===== config.mk =====
export PLATFORM = sky130hd
export DESIGN_NAME = rf_wb_arb_flat
export DESIGN_NICKNAME = d
export VERILOG_FILES = /design/src/rtl/rf_wb_arb_pkg.sv /design/src/rtl/rf_wb_arb_if.sv /design/src/rtl/rf_wb_arb_pick.sv /design/src/rtl/rf_wb_arb.sv /design/src/flat_wrapper.sv
export SDC_FILE = /design/constraint.sdc
export NUM_CORES = 1
export LEC_CHECK = 0
export BUFFER_PORTS_ARGS = -buffer_cell sky130_fd_sc_hd__buf_2
export CORE_ASPECT_RATIO = 1.2
export CORE_MARGIN = 2
export CORE_UTILIZATION = 45
export DETAILED_ROUTE_END_ITERATION = 7
export PLACE_DENSITY = 0.84
export SLEW_MARGIN = 20
export SYNTH_ARGS = -nofsm -noshare
export SYNTH_HDL_FRONTEND = slang
export SYNTH_SLANG_ARGS = --single-unit

===== constraint.sdc =====
create_clock -name i_clk -period 1.8 [get_ports i_clk]
set_input_delay 0.18 -clock i_clk [delete_from_list [all_inputs] [get_ports i_clk]]
set_output_delay 0.18 -clock i_clk [all_outputs]
set_load 0.01 [all_outputs]

===== src/rtl/rf_wb_arb_pkg.sv =====
// Shared types and constants for the register-file writeback arbiter.
package rf_wb_pkg;

  localparam int unsigned XLEN       = 32;
  localparam int unsigned REG_ADDR_W = 5;
  localparam logic [REG_ADDR_W-1:0] REG_X0 = 5'd0;

  // Writeback port indices; also used as the round-robin favoured-port value.
  typedef enum logic {
    WB_PORT_ALU  = 1'b0,
    WB_PORT_LOAD = 1'b1
  } wb_port_e;

  function automatic logic is_x0(input logic [REG_ADDR_W-1:0] addr);
    return addr == REG_X0;
  endfunction

endpackage


===== src/rtl/rf_wb_arb_if.sv =====
// Writeback request/grant bundle between the two requesters, the arbiter
// and the register-file write port.
interface rf_wb_arb_if;
  import rf_wb_pkg::*;

  logic                  i_p0_valid;
  logic                  o_p0_ready;
  logic [REG_ADDR_W-1:0] i_p0_waddr;
  logic [XLEN-1:0]       i_p0_wdata;
  logic                  i_p1_valid;
  logic                  o_p1_ready;
  logic [REG_ADDR_W-1:0] i_p1_waddr;
  logic [XLEN-1:0]       i_p1_wdata;
  logic                  o_rd_wen;
  logic [REG_ADDR_W-1:0] o_rd_waddr;
  logic [XLEN-1:0]       o_rd_wdata;
  logic                  o_p1_starved;

  // Requester / register-file side.
  modport master (
    output i_p0_valid, i_p0_waddr, i_p0_wdata,
    output i_p1_valid, i_p1_waddr, i_p1_wdata,
    input  o_p0_ready, o_p1_ready,
    input  o_rd_wen, o_rd_waddr, o_rd_wdata, o_p1_starved
  );

  // Arbiter side.
  modport slave (
    input  i_p0_valid, i_p0_waddr, i_p0_wdata,
    input  i_p1_valid, i_p1_waddr, i_p1_wdata,
    output o_p0_ready, o_p1_ready,
    output o_rd_wen, o_rd_waddr, o_rd_wdata, o_p1_starved
  );

endinterface


===== src/rtl/rf_wb_arb_pick.sv =====
// Combinational two-way grant selection. x0 requests never compete.
module rf_wb_arb_pick (
  input  logic [1:0] valid_i,
  input  logic [1:0] x0_i,
  input  logic       prio_p1_i,
  output logic [1:0] gnt_o
);

  logic [1:0] live;

  assign live = valid_i & ~x0_i;

  // Port 1 wins when it is alone or holds priority; otherwise port 0.
  always_comb begin
    gnt_o = '0;
    if (live[1] && (prio_p1_i || !live[0])) begin
      gnt_o[1] = 1'b1;
    end else if (live[0]) begin
      gnt_o[0] = 1'b1;
    end
  end

endmodule


===== src/rtl/rf_wb_arb.sv =====
// Register-file writeback arbiter: two valid/ready requesters share one
// registered write port. Fixed priority with port-1 starvation forcing by
// default; define RF_WB_ARB_ROUND_ROBIN_EN for round-robin arbitration.
module rf_wb_arb
  import rf_wb_pkg::*;
#(
  parameter int unsigned STARVE_MAX = 4
) (
  input  logic        i_clk,
  input  logic        i_rst,
  rf_wb_arb_if.slave  wb
);

  logic [1:0]            valid;
  logic [1:0]            x0;
  logic [1:0]            gnt;
  logic                  prio_p1;
  logic                  starved;
  logic                  rd_wen_q;
  logic [REG_ADDR_W-1:0] rd_waddr_q;
  logic [XLEN-1:0]       rd_wdata_q;

  assign valid = {wb.i_p1_valid, wb.i_p0_valid};
  assign x0    = {is_x0(wb.i_p1_waddr), is_x0(wb.i_p0_waddr)};

`ifdef RF_WB_ARB_ROUND_ROBIN_EN
  // fav_q names the port that wins the next contention; resetting it to
  // port 0 makes the first contended grant go to port 0, after which it
  // always points at the port that did not win most recently.
  wb_port_e fav_q, fav_d;

  // Move favour away from whichever port took a real (non-x0) grant.
  always_comb begin
    fav_d = fav_q;
    if (gnt[WB_PORT_ALU]) begin
      fav_d = WB_PORT_LOAD;
    end else if (gnt[WB_PORT_LOAD]) begin
      fav_d = WB_PORT_ALU;
    end
  end

  // Favoured-port register.
  always_ff @(posedge i_clk or posedge i_rst) begin
    if (i_rst) begin
      fav_q <= WB_PORT_ALU;
    end else begin
      fav_q <= fav_d;
    end
  end

  assign prio_p1 = (fav_q == WB_PORT_LOAD);
  assign starved = 1'b0;
`else
  localparam int unsigned     CNT_W   = (STARVE_MAX > 0) ? $clog2(STARVE_MAX + 1) : 1;
  localparam logic [CNT_W-1:0] CNT_MAX = CNT_W'(STARVE_MAX);

  logic [CNT_W-1:0] cnt_q, cnt_d;

  // A valid, non-x0 port 1 that is not granted has necessarily lost to
  // port 0; an x0 port-1 request leaves the count unchanged.
  always_comb begin
    cnt_d = cnt_q;
    if (gnt[1] || !valid[1]) begin
      cnt_d = '0;
    end else if (!x0[1] && (cnt_q != CNT_MAX)) begin
      cnt_d = cnt_q + 1'b1;
    end
  end

  // Starvation counter register.
  always_ff @(posedge i_clk or posedge i_rst) begin
    if (i_rst) begin
      cnt_q <= '0;
    end else begin
      cnt_q <= cnt_d;
    end
  end

  assign starved = (STARVE_MAX != 0) && (cnt_q == CNT_MAX);
  assign prio_p1 = starved;
`endif

  rf_wb_arb_pick u_pick (
    .valid_i   (valid),
    .x0_i      (x0),
    .prio_p1_i (prio_p1),
    .gnt_o     (gnt)
  );

  // Ready: x0 requests are absorbed immediately, others only when granted.
  always_comb begin
    wb.o_p0_ready = 1'b0;
    wb.o_p1_ready = 1'b0;
    if (!i_rst) begin
      wb.o_p0_ready = valid[0] && (x0[0] || gnt[0]);
      wb.o_p1_ready = valid[1] && (x0[1] || gnt[1]);
    end
  end

  // Register the winning write; address/data hold when idle.
  always_ff @(posedge i_clk or posedge i_rst) begin
    if (i_rst) begin
      rd_wen_q   <= 1'b0;
      rd_waddr_q <= '0;
      rd_wdata_q <= '0;
    end else if (gnt[1]) begin
      rd_wen_q   <= 1'b1;
      rd_waddr_q <= wb.i_p1_waddr;
      rd_wdata_q <= wb.i_p1_wdata;
    end else if (gnt[0]) begin
      rd_wen_q   <= 1'b1;
      rd_waddr_q <= wb.i_p0_waddr;
      rd_wdata_q <= wb.i_p0_wdata;
    end else begin
      rd_wen_q   <= 1'b0;
    end
  end

  assign wb.o_rd_wen     = rd_wen_q;
  assign wb.o_rd_waddr   = rd_waddr_q;
  assign wb.o_rd_wdata   = rd_wdata_q;
  assign wb.o_p1_starved = starved;

endmodule


===== src/flat_wrapper.sv =====
// flat-port wrapper written by rule: the top's interface ports become plain ports
module rf_wb_arb_flat import rf_wb_pkg::*;
#(
  parameter int unsigned STARVE_MAX = 4
)
  (i_clk, i_rst, wb_i_p0_valid, wb_i_p0_waddr, wb_i_p0_wdata, wb_i_p1_valid, wb_i_p1_waddr, wb_i_p1_wdata, wb_o_p0_ready, wb_o_p1_ready, wb_o_rd_wen, wb_o_rd_waddr, wb_o_rd_wdata, wb_o_p1_starved);
  rf_wb_arb_if wb_i ();
  input  logic i_clk;
  input  logic i_rst;
  input wire logic [$bits(wb_i.i_p0_valid)-1:0] wb_i_p0_valid;
  input wire logic [$bits(wb_i.i_p0_waddr)-1:0] wb_i_p0_waddr;
  input wire logic [$bits(wb_i.i_p0_wdata)-1:0] wb_i_p0_wdata;
  input wire logic [$bits(wb_i.i_p1_valid)-1:0] wb_i_p1_valid;
  input wire logic [$bits(wb_i.i_p1_waddr)-1:0] wb_i_p1_waddr;
  input wire logic [$bits(wb_i.i_p1_wdata)-1:0] wb_i_p1_wdata;
  output wire logic [$bits(wb_i.o_p0_ready)-1:0] wb_o_p0_ready;
  output wire logic [$bits(wb_i.o_p1_ready)-1:0] wb_o_p1_ready;
  output wire logic [$bits(wb_i.o_rd_wen)-1:0] wb_o_rd_wen;
  output wire logic [$bits(wb_i.o_rd_waddr)-1:0] wb_o_rd_waddr;
  output wire logic [$bits(wb_i.o_rd_wdata)-1:0] wb_o_rd_wdata;
  output wire logic [$bits(wb_i.o_p1_starved)-1:0] wb_o_p1_starved;
  assign wb_i.i_p0_valid = wb_i_p0_valid;
  assign wb_i.i_p0_waddr = wb_i_p0_waddr;
  assign wb_i.i_p0_wdata = wb_i_p0_wdata;
  assign wb_i.i_p1_valid = wb_i_p1_valid;
  assign wb_i.i_p1_waddr = wb_i_p1_waddr;
  assign wb_i.i_p1_wdata = wb_i_p1_wdata;
  assign wb_o_p0_ready = wb_i.o_p0_ready;
  assign wb_o_p1_ready = wb_i.o_p1_ready;
  assign wb_o_rd_wen = wb_i.o_rd_wen;
  assign wb_o_rd_waddr = wb_i.o_rd_waddr;
  assign wb_o_rd_wdata = wb_i.o_rd_wdata;
  assign wb_o_p1_starved = wb_i.o_p1_starved;
  rf_wb_arb #(.STARVE_MAX(STARVE_MAX)) u_core (.i_clk(i_clk), .i_rst(i_rst), .wb(wb_i));
endmodule

== After elaboration in Yosys (flattened, before gate mapping) ==
Cells that the tools add are included.
Cells by class
  add/sub/neg operators: 1
  bitwise gates (word level): 2
  equal/unequal tests: 2
  muxes and demuxes: 13
  reductions and logical operators: 15
Operators with widths (count)
  two-way mux 32 bit: 2
  logical NOT 5 bit: 2
  two-way mux 5 bit: 2
  two-way mux 1 bit: 7
  two-way mux 3 bit: 2
  logical AND 1 bit: 4
  logical OR 1 bit: 4
  nonzero test 2 bit: 2
  adder 3 x 1 -> 3 bit (second input constant): 1
  equality test 3 bit (second input constant): 1
  logical NOT 1 bit: 3
  inequality test 3 bit (second input constant): 1
  bitwise AND 2 bit: 1
  inverter 2 bit: 1
Word-level totals
  logic and storage cells: 37
  register bits: 41

== Logic depth before layout (Yosys ltp) ==
Gate-level depths: netlist (run 1).
  depth after elaboration: 10
  gate-level depth with buffers: 8

== Modules after synthesis ==
A second synthesis (run 1) with hierarchy kept.
Unflattened totals
  cell total of the unflattened synthesis: 196
  area total of the unflattened synthesis: 2019.4 µm²
By module, submodules not included
  rf_wb_arb: area an instance 1986.9 µm², sequential area each 1026.0 µm², times used 1, cells an instance 192
  rf_wb_arb_pick: area an instance 32.5 µm², sequential area each 0.0 µm², times used 1, cells an instance 4

== Worst setup path after synthesis (run 1) ==
OpenSTA, ideal clock, no wires.
  path type: flip-flop to flip-flop
  start: register u_core.cnt_q[0]
  end: register u_core.rd_wdata_q[0] (netlist: u_core.wb.o_rd_wdata[0])
  setup slack: 0.182 ns
  buffers on the path: 1
  cell stages (with the launch flop): 9
  required time: 1.689 ns
  data arrival time: 1.507 ns
  library setup time: 0.111 ns
  clock period less this slack: 1.618 ns
  cells stage by stage: dfrtp_1 > inv_1 > ha_1 > nand2_1 > inv_1 > o311ai_4 > nor2b_4 > buf_6 > a222oi_1
Between the ends
  longest elaborated chain between the ends: 5
Ends and longest elaborated chain
  start, declared: line rf_wb_arb.sv:57  | logic [CNT_W-1:0] cnt_q, cnt_d;
  start signal, assigned: line rf_wb_arb.sv:75  | cnt_q <= cnt_d;
  equality test 3 bit (*): line rf_wb_arb.sv:79  | assign starved = (STARVE_MAX != 0) && (cnt_q == CNT_MAX);
  named net wb_o_p1_starved: line flat_wrapper.sv:21  | output wire logic [$bits(wb_i.o_p1_starved)-1:0] wb_o_p1_starved;
  logical OR 1 bit (*): line rf_wb_arb_pick.sv:16  | if (live[1] && (prio_p1_i || !live[0])) begin
  logical AND 1 bit (*): line rf_wb_arb_pick.sv:16
  two-way mux 1 bit: line rf_wb_arb_pick.sv:16
  two-way mux 32 bit / nonzero test 2 bit (equally long branches)
  end signal, assigned: line rf_wb_arb.sv:109  | rd_wdata_q <= wb.i_p1_wdata;
  end signal, assigned: line rf_wb_arb.sv:113  | rd_wdata_q <= wb.i_p0_wdata;
  end, declared: line rf_wb_arb.sv:21  | logic [XLEN-1:0] rd_wdata_q;
Mark *: on every way through the listed nets, which the timed path passes. The rest lies on a longest branch.
A chain may end at the register's enable or synchronous reset.

== Final worst setup path (run 1) ==
  start: register u_core.cnt_q[1]
  end: output port wb_o_p1_ready
Between the ends
  longest elaborated chain between the ends: 7
Ends and longest elaborated chain
  equality test 3 bit: line rf_wb_arb.sv:79
  logical OR 1 bit: line rf_wb_arb_pick.sv:16
  logical AND 1 bit: line rf_wb_arb_pick.sv:16
  two-way mux 1 bit: line rf_wb_arb_pick.sv:16
  logical OR 1 bit: line rf_wb_arb.sv:96  | wb.o_p1_ready = valid[1] && (x0[1] || gnt[1]);
  logical AND 1 bit: line rf_wb_arb.sv:96
  two-way mux 1 bit: line rf_wb_arb.sv:94  | if (!i_rst) begin
  end, declared: line flat_wrapper.sv:17  | output wire logic [$bits(wb_i.o_p1_ready)-1:0] wb_o_p1_ready;
Every way passes these cells.

==> results of run 1 <==
## cell usage after synthesis
cell type and count:
a211o_1 5, a21oi_1 1, a222oi_1 32, a31oi_1 1, and2_1 1, and3_1 4, and3_2 6, buf_4 2
buf_6 8, dfrtp_1 41, ha_1 2, inv_1 102, nand2_1 3, nor2_1 2, nor2b_2 1, nor2b_4 1
nor3_1 2, nor3b_1 1, nor4_1 1, o211a_1 1, o211ai_4 1, o21a_1 1, o21ai_2 1, o311ai_4 1
o31ai_2 1, or2_2 1, or3_1 1, or3_4 2, or4b_2 2
## cell type report
class                      count  area (um2)
clock buffer                   6        72.6
clock inverter                 2        10.0
fill                         399        1590
inverter                     102         385
multi-input combinational     76         729
sequential                    41        1030
tap                           58        72.6
timing repair buffer         135         776
## final timing paths
kind | slack, ns | cells past startpoint | from | end
worst max register to register | 0.09 | 8 | u_core.cnt_q[1]$_DFFE_PP0P_ | u_core.wb.o_rd_wdata[6]$_DFFE_PP0P_
min in group i_clk | 0.12 | 3 | wb_i_p1_wdata[0] | u_core.wb.o_rd_wdata[0]$_DFFE_PP0P_
worst max-delay path | 0.05 | 9 | u_core.cnt_q[1]$_DFFE_PP0P_ | wb_o_p1_ready
max in group asynchronous | 1.37 | 3 | i_rst | u_core.wb.o_rd_wdata[3]$_DFFE_PP0P_
worst min register to register | 0.49 | 1 | u_core.wb.o_rd_waddr[1]$_DFFE_PP0P_ | u_core.wb.o_rd_waddr[1]$_DFFE_PP0P_
worst min-delay path | 0.07 | 3 | i_rst | u_core.wb.o_rd_wdata[8]$_DFFE_PP0P_
## critical path, delay by kind of cell (launching register included)
family / cells / cell delay [ns]
buf+inv: 4 / 0.48
flops: 1 / 0.39
simple gates: 3 / 0.20
fa+ha+maj: 1 / 0.14
compound gates: 1 / 0.07
## stage by stage
step	utilization, %	setup TNS [ns]
floorplan	-	0
global placement	62.1	-4.85
detailed placement	62.1	-5.96
CTS	65.5	-0.0402
global route	65.9	-0.0307
finish	65.9	0
## flip-flops by register name (all words and copies together) (netlist names)
signal                flops
u_core.wb.o_rd_wen        1
u_core.wb.o_rd_waddr      5
u_core.cnt_q              3
u_core.wb.o_rd_wdata     32
## routing by layer
layer	track usage, %	up-vias	wire (um)
met1	23.3	985	2230
met2	37.0	90	2880
met3	4.20	4	385
met4	5.40	0	31
met5	0	-	0
li1	-	1025	-
## what timing repair did
action | in CTS | in global routing
gates cloned | 1 | 0
resized for setup | 11 | 4
endpoints found under the setup margin | 34 | 2
buffers inserted | 4 | 2
pin swaps | 2 | 2
## power by group through the flow
| stage | sequential [mW] | combinational (mW) | clock [mW] |
|---|---|---|---|
| 6_report | 1.05 | 0.517 | 0.580 |
| 5_1_grt | 1.07 | 0.577 | 0.632 |
| 4_1_cts | 1.05 | 0.518 | 0.592 |
| 3_5_place_dp | 1.07 | 0.502 | 0 |
| 3_3_place_gp | 1.07 | 0.491 | 0 |
| 2_1_floorplan | 1.11 | 0.222 | 0 |
## cell families after synthesis
group	Yosys count	share of synthesized area, %
fa+ha+maj	2	1.14
simple gates	28	8.94
buf+inv	112	22.2
compound gates	45	21.0
flops	41	46.7
==> flow_metrics.py, run 1 <==
metrics = {
    "status": {
        "status": "finished, final reports clean",
    },
    "synth": {
        "synth_seq_cells": 41,
        "ys_warn_count": 0,
        "yosysSeqAreaShare_pct": 46.7,
        "syn_nets": 308,
        "synth_cell_type_count": 29,
        "syn_area_per_cell_um2": 9.64,
        "yosys-top-cells-area": "dfrtp_1, inv_1, a222oi_1, buf_6, and3_2",
        "synth_cells": 228,
        "yosys.area.top_type_share_pct": 46.7,
        "netlist_area_um2": 2200,
        "synth_area_leader_cell": "dfrtp_1",
    },
    "sta": {
        "rsz0062_at_grt": "yes",
        "maxSlewViolCount": 0,
        "fmax_mhz": 571,
        "clock_skew_ns": 0.000805,
        "timing.final.ws_setup_ns": 0.0486,
        "slew-limit-headroom_pct": 65.1,
        "setup_viol": 0,
        "worst_pin_slew_ns": 0.523,
        "fin_crit_sh_pct": 97.3,
        "hold_ws_ns": 0.0749,
        "min_period_ns": 1.75,
        "final-hold-violation-count": 0,
    },
    "power": {
        "clkPwrFrac_pct": 27.0,
        "finalPower_mw": 2.15,
        "seqPwrFrac_pct": 49.0,
        "power_frac_comb_pct": 24.1,
        "internal_power_mw": 1.53,
        "switching_power_mw": 0.620,
        "ir_drop_mv": 0.476,
        "switching_share_pct": 28.8,
        "cellPowerDensity_nw_per_um2": 700,
        "p_leak_nw": 1.89,
    },
    "setup_path": {
        "cpMostUsedCell": "buf_6",
        "worstPathArrival_ns": 1.57,
        "startpoint_type": "register",
        "endpoint_kind": "output pin",
        "critPathMaxFanout": 2,
        "required_ns": 1.62,
        "crit_chain": "inv_2 -> ha_4 -> nand2_4 -> buf_6 -> o211ai_4 -> buf_6 -> nor2_4 -> nor3_2 -> buf_2",
        "crit_path_top_delay_cell": "dfrtp_1",
        "crit_type": "reg -> out",
        "critPathMaxStageDelay_ns": 0.39,
    },
    "final_layout": {
        "fin_area_um2": 3070,
        "layout_common_cells": "buf_2, inv_1, dfrtp_1",
        "fin_cells": 420,
        "syn_to_final_growth_pct": 39.8,
        "antennaDiodeCount": 0,
        "final_common_cell": "buf_2",
        "layout-drive-gt1-share_pct": 46.1,
        "nNetsFinal": 441,
    },
    "floorplan": {
        "initial_core_util_pct": 47.1,
        "rows": 27,
        "core_area_um2": 4660,
        "die_w_um": 67.8,
        "io_pins": 119,
        "die_area_um2": 5460,
        "chipHeight_um": 80.5,
    },
    "job": {
        "drv_cap": 0,
    },
    "route": {
        "drt_iter0_drc": 225,
        "vias": 2104,
        "route.detailed.drc": 0,
        "routed_via_density": 5.01,
        "drtPass1Iterations": 7,
        "final_antenna_net_count": 0,
        "wl_um": 5530,
        "wl_per_cell_um": 13.2,
    },
    "placement": {
        "io_buffers": 118,
        "placed_cell_area_um2": 2900,
        "placed_cells": 406,
        "pre_cts_slack_ns": -0.220,
        "gp_congestion": 0.793,
        "dpl.hpwl_um": 3910,
    },
    "global_routing": {
        "grt_max_degree": 42,
        "track_usage_pct": 20.2,
        "grt_pass1_wl_um": 8410,
        "grt_overflow": 0,
        "antenna_found_initial": 0,
        "grt_pass1_vias": 1944,
    },
    "clock_tree": {
        "hold_buffers": 0,
        "cts-root-buf": "clkbuf_8",
        "cts_max_path_buffers": 2,
        "h-tree-depth": 2,
        "cts_sinks": 41,
        "tritoncts": "built",
        "clkLatencyLatePin_ns": 0.28,
        "cts_made_buffers": 5,
        "clk_pin_slew_ns": 0.08,
    },
    "worst_hold_path": {
        "min_path_type": "in -> async",
    },
}
Note: power is estimated with default switching activity, not from simulation.
==> run 2, diff against run 1 <==
- CORE_UTILIZATION: 45 -> 43
- PLACE_DENSITY: 0.84 -> 0.82
- SYNTH_HIERARCHICAL: default -> 1
==> run 2 against run 1 <==
Effect of this change:
- clock skew grew 0.0029 ns
- first-iteration DRC count shrank 68%
- die area shrank 3.6%
- final area shrank 5.1%
- core utilization shrank 2.0 points
- sequential power grew 5%
- via count shrank 11%
- maximum frequency shrank 0.59%
- critical path depth shrank 3
- global-route usage shrank 0.63 points
- worst setup slack lost 0.010 ns
- critical path type unchanged
- largest power group unchanged
- highest routed layer unchanged
==> flow_metrics.py, run 2 <==
metrics = {
    "sta": {
        "timing.final.ws_setup_ns": 0.0382,
        "maxSlewViolCount": 0,
        "slew-limit-headroom_pct": 77.5,
        "fmax_mhz": 568,
        "worst_pin_slew_ns": 0.336,
        "fin_crit_sh_pct": 97.9,
        "rsz0062_at_grt": "no",
        "final-hold-violation-count": 0,
        "hold_ws_ns": 0.0955,
        "setup_viol": 0,
        "clock_skew_ns": 0.00375,
        "min_period_ns": 1.76,
    },
    "synth": {
        "yosysSeqAreaShare_pct": 50.8,
        "synth_top_family_by_area": "multiplexers",
        "synth_ff_type": "dfrtp_1",
        "ys_warn_count": 6,
        "syn_area_per_cell_um2": 10.3,
        "synth_seq_cells": 41,
        "synth_fa_ha_area_share_pct": 1.24,
        "synth_cell_type_count": 23,
        "synth_compound_area_share_pct": 11.6,
        "syn_nets": 276,
        "synth_area_leader_cell": "dfrtp_1",
        "synth_mux_area_share_pct": 19.8,
        "async_flop_share_pct": 100,
        "synth_edf_count": 0,
        "netlist_area_um2": 2020,
        "synth_xor_area_share_pct": 0,
        "synth.most_common_cell": "nand2_1",
        "yosys.area.top_type_share_pct": 50.8,
        "synth_cells": 196,
        "yosys-top-cells-area": "dfrtp_1, mux2i_1, o21ai_0, nand2_1, ha_1",
        "synth_commonest_cells": "nand2_1, dfrtp_1, mux2i_1, o21ai_0",
        "synth-simple-area-share_pct": 11.8,
    },
    "route": {
        "route.detailed.drc": 0,
        "vias": 1863,
        "drt_iter0_drc": 72,
        "drtPass1Iterations": 4,
        "wl_um": 5020,
        "routed_via_density": 4.83,
        "final_antenna_net_count": 0,
        "wl_per_cell_um": 13.0,
    },
    "power": {
        "power_frac_comb_pct": 25.4,
        "switching_power_mw": 0.656,
        "p_leak_nw": 1.56,
        "internal_power_mw": 1.59,
        "seqPwrFrac_pct": 48.9,
        "switching_share_pct": 29.3,
        "clkPwrFrac_pct": 25.7,
        "cellPowerDensity_nw_per_um2": 770,
        "ir_drop_mv": 0.448,
    },
    "clock_tree": {
        "cts_max_path_buffers": 2,
        "cts_sinks": 41,
        "h-tree-depth": 2,
        "cts_made_buffers": 5,
        "cts-root-buf": "clkbuf_8",
        "clk_pin_slew_ns": 0.07,
        "tritoncts": "built",
        "clkLatencyLatePin_ns": 0.29,
    },
    "setup_path": {
        "endpoint_kind": "output pin",
        "rr_endpoint": "u_core/wb.o_rd_wdata[16]$_DFFE_PP0P_",
        "rrSetupSlack_ns": 0.10,
        "crit_type": "reg -> out",
        "startpoint_type": "register",
        "critPathMaxFanout": 3,
        "ff2ff_path_depth": 8,
        "required_ns": 1.62,
        "reg2reg_from": "u_core/cnt_q[1]$_DFFE_PP0P_",
        "worstPathArrival_ns": 1.58,
    },
    "job": {
        "drv_cap": 0,
    },
    "placement": {
        "gp_congestion": 0.855,
        "io_buffers": 118,
        "pre_cts_slack_ns": -0.0701,
        "dpl.hpwl_um": 3930,
    },
    "global_routing": {
        "grt.met3_usage_pct": 3.54,
        "grt_pass1_vias": 1775,
        "grt_most_used_layer": "met2",
        "grt_overflow": 0,
        "antenna_found_initial": 0,
        "grt_max_degree": 25,
        "grt_use_met1_pct": 22.4,
        "gr-usage-met2_pct": 35.2,
        "grt_pass1_wl_um": 7930,
        "track_usage_pct": 19.6,
    },
    "floorplan": {
        "chipHeight_um": 79.1,
        "die_area_um2": 5260,
        "core_area_um2": 4560,
        "die_w_um": 66.6,
        "rows": 27,
        "initial_core_util_pct": 44.3,
        "io_pins": 119,
    },
    "final_layout": {
        "nNetsFinal": 407,
        "syn_to_final_growth_pct": 44.4,
        "nFillCells": 377,
        "largest_reg_flops": 32,
        "final_common_cell": "buf_2",
        "seq_area_um2": 1030,
        "layout_common_cells": "buf_2, nand2_1, dfrtp_1",
        "multi_input_area_um2": 932,
        "antennaDiodeCount": 0,
        "layout-drive-gt1-share_pct": 47.0,
    },
    "worst_hold_path": {
        "min_to": "u_core/wb.o_rd_wdata[26]$_DFFE_PP0P_",
        "hold_depth": 3,
        "hold_start": "wb_i_p1_wdata[26]",
        "min_path_type": "in -> reg",
    },
    "status": {
        "status": "finished, final reports clean",
    },
}
[run 2: worst max path at each step]
stage / startpoint / to / slack (ns) / depth (start not counted)
floorplan: wb_i_p0_waddr[2] / wb_o_p0_ready / 0.0006 / 8
global placement: wb_i_p0_waddr[2] / u_core/wb.o_rd_waddr[2]$_DFFE_PP0P_ / -0.02 / 7
detailed placement: wb_i_p1_waddr[2] / u_core/wb.o_rd_wdata[16]$_DFFE_PP0P_ / -0.07 / 8
CTS: u_core/cnt_q[1]$_DFFE_PP0P_ / wb_o_p1_ready / 0.01 / 6
global route: i_rst / wb_o_p1_ready / 0.008 / 5
finish: u_core/cnt_q[1]$_DFFE_PP0P_ / wb_o_p1_ready / 0.04 / 6
[run 2: per-layer routing]
layer | vias to the layer above | routed length (um)
li1 | 933 | -
met1 | 850 | 1980
met2 | 70 | 2630
met3 | 10 | 312
met4 | 0 | 106
met5 | - | 0
[run 2: metrics by stage]
step                setup TNS, ns  instances  util, %  instance area (um2)  power [mW]
global route                    0        386     63.9                 2920        2.38
CTS                             0        385     63.4                 2890        2.26
floorplan                       0        196        -                 2020        1.39
global placement           -0.127        373     60.5                 2760        1.65
detailed placement          -1.27        373     60.5                 2760        1.67
finish                          0        386     63.9                 2920        2.24
[run 2: critical path: stages, from the launching register on]
cell and delay [ns]:
dfrtp_1 0.39, inv_2 0.07, ha_4 0.15, and2_4 0.15, o21a_4 0.19, o211a_1 0.22, buf_6 0.12
[run 2: area by class of cell]
| cell class | instances | share of cell area [%] |
|---|---|---|
| clock buffers | 5 | 2.36 |
| multi-input cells | 137 | 32.0 |
| clock inverters | 3 | 0.601 |
| repair buffers | 137 | 26.7 |
| inverters | 5 | 0.644 |
| flip-flops and latches | 41 | 35.2 |
| well taps | 58 | 2.49 |
[run 2: kinds of logic after synthesis]
group,Yosys count
adders and majority gates,2
muxes,40
DFF,41
buffers and inverters,18
AOI/OAI and AO/OA,44
and+or+nand+nor,51
[run 2: what timing repair did]
action,in CTS,in global routing
hold buffers,1,0
setup buffers,3,1
hold endpoints to repair,6,0
endpoints found under the setup margin,4,10
cloned,0,0
pin swaps,3,1
resized for setup,4,4
[run 2: power groups by stage]
| stage | logic, mW | clock network, mW | registers (mW) |
|---|---|---|---|
| final | 0.570 | 0.577 | 1.10 |
| after detailed placement | 0.553 | 0 | 1.11 |
| after global routing | 0.633 | 0.641 | 1.11 |
| after CTS | 0.567 | 0.594 | 1.10 |
| after floorplan | 0.219 | 0 | 1.17 |
| after global placement | 0.539 | 0 | 1.11 |
==> run 3, diff against run 2 <==
- CORE_UTILIZATION: 43 -> 45
- HOLD_SLACK_MARGIN: default -> 0.03
- PLACE_DENSITY: 0.82 -> 0.85
- clock period: 1.8 -> 2.2 ns (I/O delays scaled with it)
==> run 3 against run 2 <==
Effect of this change:
- final area is 4.9% lower
- sequential share of layout area rose by 1.8 points
- critical endpoint unchanged
- clock power down 23%
- cell count decreased by 3.6%
- clock-buffer cell count did not move
- sequential power decreased by 18%
- worst setup slack improved by 0.090 ns
- register-to-register slack better by 0.18 ns
- via count fell by 1.4%
- non-clock buffer count shrank 10
- highest routed layer unchanged
- flip-flop and latch count did not move
- worst hold slack improved by 0.041 ns
==> flow_metrics.py, run 3 (synthesized netlist as in run 2, its figures left out) <==
metrics = {
    "placement": {
        "dpl.hpwl_um": 3850,
        "placed_cells": 365,
        "gp_congestion": 0.842,
        "io_buffers": 118,
        "placed_cell_area_um2": 2690,
        "pre_cts_slack_ns": 0.209,
    },
    "setup_path": {
        "startpoint_type": "register",
        "ff2ff_path_depth": 7,
        "reg2reg_from": "u_core/cnt_q[0]$_DFFE_PP0P_",
        "required_ns": 1.98,
        "critPathMaxFanout": 13,
        "rr_endpoint": "u_core/cnt_q[2]$_DFFE_PP0P_",
        "crit_type": "reg -> out",
        "rrSetupSlack_ns": 0.28,
        "worstSetupStartpoint": "u_core/cnt_q[0]$_DFFE_PP0P_",
        "critPathCapture": "wb_o_p1_ready",
        "endpoint_kind": "output pin",
        "worstPathArrival_ns": 1.85,
    },
    "power": {
        "switching_power_mw": 0.511,
        "p_leak_nw": 1.49,
        "finalPower_mw": 1.78,
        "switching_share_pct": 28.8,
        "clkPwrFrac_pct": 24.9,
        "internal_power_mw": 1.26,
        "ir_drop_mv": 0.363,
        "seqPwrFrac_pct": 50.6,
        "power_frac_comb_pct": 24.6,
        "cellPowerDensity_nw_per_um2": 640,
    },
    "floorplan": {
        "die_area_um2": 5040,
        "chipHeight_um": 77.4,
        "io_pins": 119,
        "rows": 26,
        "die_w_um": 65.2,
        "core_area_um2": 4290,
        "initial_core_util_pct": 47.0,
    },
    "sta": {
        "final-hold-violation-count": 0,
        "slew-limit-headroom_pct": 74.4,
        "timing.final.ws_setup_ns": 0.128,
        "maxSlewViolCount": 0,
        "clock_skew_ns": 0.00523,
        "fmax_mhz": 483,
        "setup_viol": 0,
        "rsz0062_at_grt": "no",
        "fin_crit_sh_pct": 94.2,
        "setup_tns_ns": 0,
        "worst_pin_slew_ns": 0.383,
        "min_period_ns": 2.07,
        "hold_ws_ns": 0.137,
    },
    "job": {
        "drv_cap": 0,
    },
    "clock_tree": {
        "cts_sinks": 41,
        "cts_max_path_buffers": 2,
        "cts_made_buffers": 5,
        "clk_pin_slew_ns": 0.07,
        "clkLatencyLatePin_ns": 0.28,
        "cts-root-buf": "clkbuf_8",
        "h-tree-depth": 2,
        "tritoncts": "built",
    },
    "route": {
        "wl_um": 4930,
        "route.detailed.drc": 0,
        "routed_via_density": 4.94,
        "wl_per_cell_um": 13.2,
        "drt_iter0_drc": 95,
        "drtPass1Iterations": 4,
        "vias": 1837,
        "final_antenna_net_count": 0,
    },
    "final_layout": {
        "fin_area_um2": 2770,
        "layout_common_cells": "buf_2, nand2_1, dfrtp_1",
        "fin_cells": 372,
        "nNetsFinal": 397,
        "final_core_util_pct": 64.6,
        "final_common_cell": "buf_2",
        "largest_reg_flops": 32,
        "layout-drive-gt1-share_pct": 43.7,
        "syn_to_final_growth_pct": 37.3,
        "antennaDiodeCount": 0,
    },
    "worst_hold_path": {
        "hold_start": "wb_i_p1_wdata[2]",
        "min_path_type": "in -> reg",
    },
    "global_routing": {
        "grt_pass1_wl_um": 7800,
        "grt_pass1_vias": 1719,
        "track_usage_pct": 19.7,
        "grt_max_degree": 29,
        "grt_overflow": 0,
        "antenna_found_initial": 0,
    },
    "status": {
        "status": "finished, final reports clean",
    },
}
==> run 3: cell count changes in the layout (fill, tap and decap cells not counted), sizes merged <==
| cell | before | now |
|---|---|---|
| buf | 136 | 126 |
| clkinv | 3 | 2 |
| clkinvlp | 1 | 0 |
==> run 3: area by class of cell <==
type	count	area, um2
Fill cell	383	1520
Sequential cell	41	1030
Multi-Input combinational cell	137	911
Timing Repair Buffer	127	673
Tap cell	56	70.1
Clock buffer	5	68.8
Inverter	5	18.8
Clock inverter	1	5.00
==> run 3: worst min path at each step <==
stage	end	slack (ns)	cells after the start
after floorplan	u_core/wb.o_rd_wdata[20]$_DFFE_PP0P_	0.34	2
after global placement	u_core/wb.o_rd_wdata[29]$_DFFE_PP0P_	0.16	2
after detailed placement	u_core/wb.o_rd_wdata[29]$_DFFE_PP0P_	0.16	2
after CTS	u_core/wb.o_rd_wdata[2]$_DFFE_PP0P_	0.13	3
after global routing	u_core/wb.o_rd_wdata[17]$_DFFE_PP0P_	0.13	3
final	u_core/wb.o_rd_wdata[2]$_DFFE_PP0P_	0.14	3
==> run 3: power groups by stage <==
stage	sequential, mW	combinational, mW	clock, mW
final	0.898	0.436	0.442
after global routing	0.910	0.484	0.502
after CTS	0.898	0.442	0.461
after detailed placement	0.911	0.441	0
after global placement	0.907	0.426	0
after floorplan	0.955	0.179	0
==> run 3: timing repair <==
item | in CTS | in global routing
endpoints found under the hold margin | 6 | 0
resized for setup | 0 | 0
setup buffers | 0 | 0
hold buffers | 1 | 0
==> run 3: critical path: stages (launching register included) <==
cell and delay (ns):
dfrtp_1 0.38, inv_1 0.07, ha_1 0.20, and2_1 0.22, o21a_2 0.32, o211a_1 0.24, buf_2 0.13
==> run 3: metal layers <==
metal,vias to the layer above,share of wire [%],global-route usage (%)
met1,843,39,22.9
met2,81,52,35.2
li1,905,-,-
met3,8,7.2,4.35
met4,0,1.8,7.29
met5,-,0,0
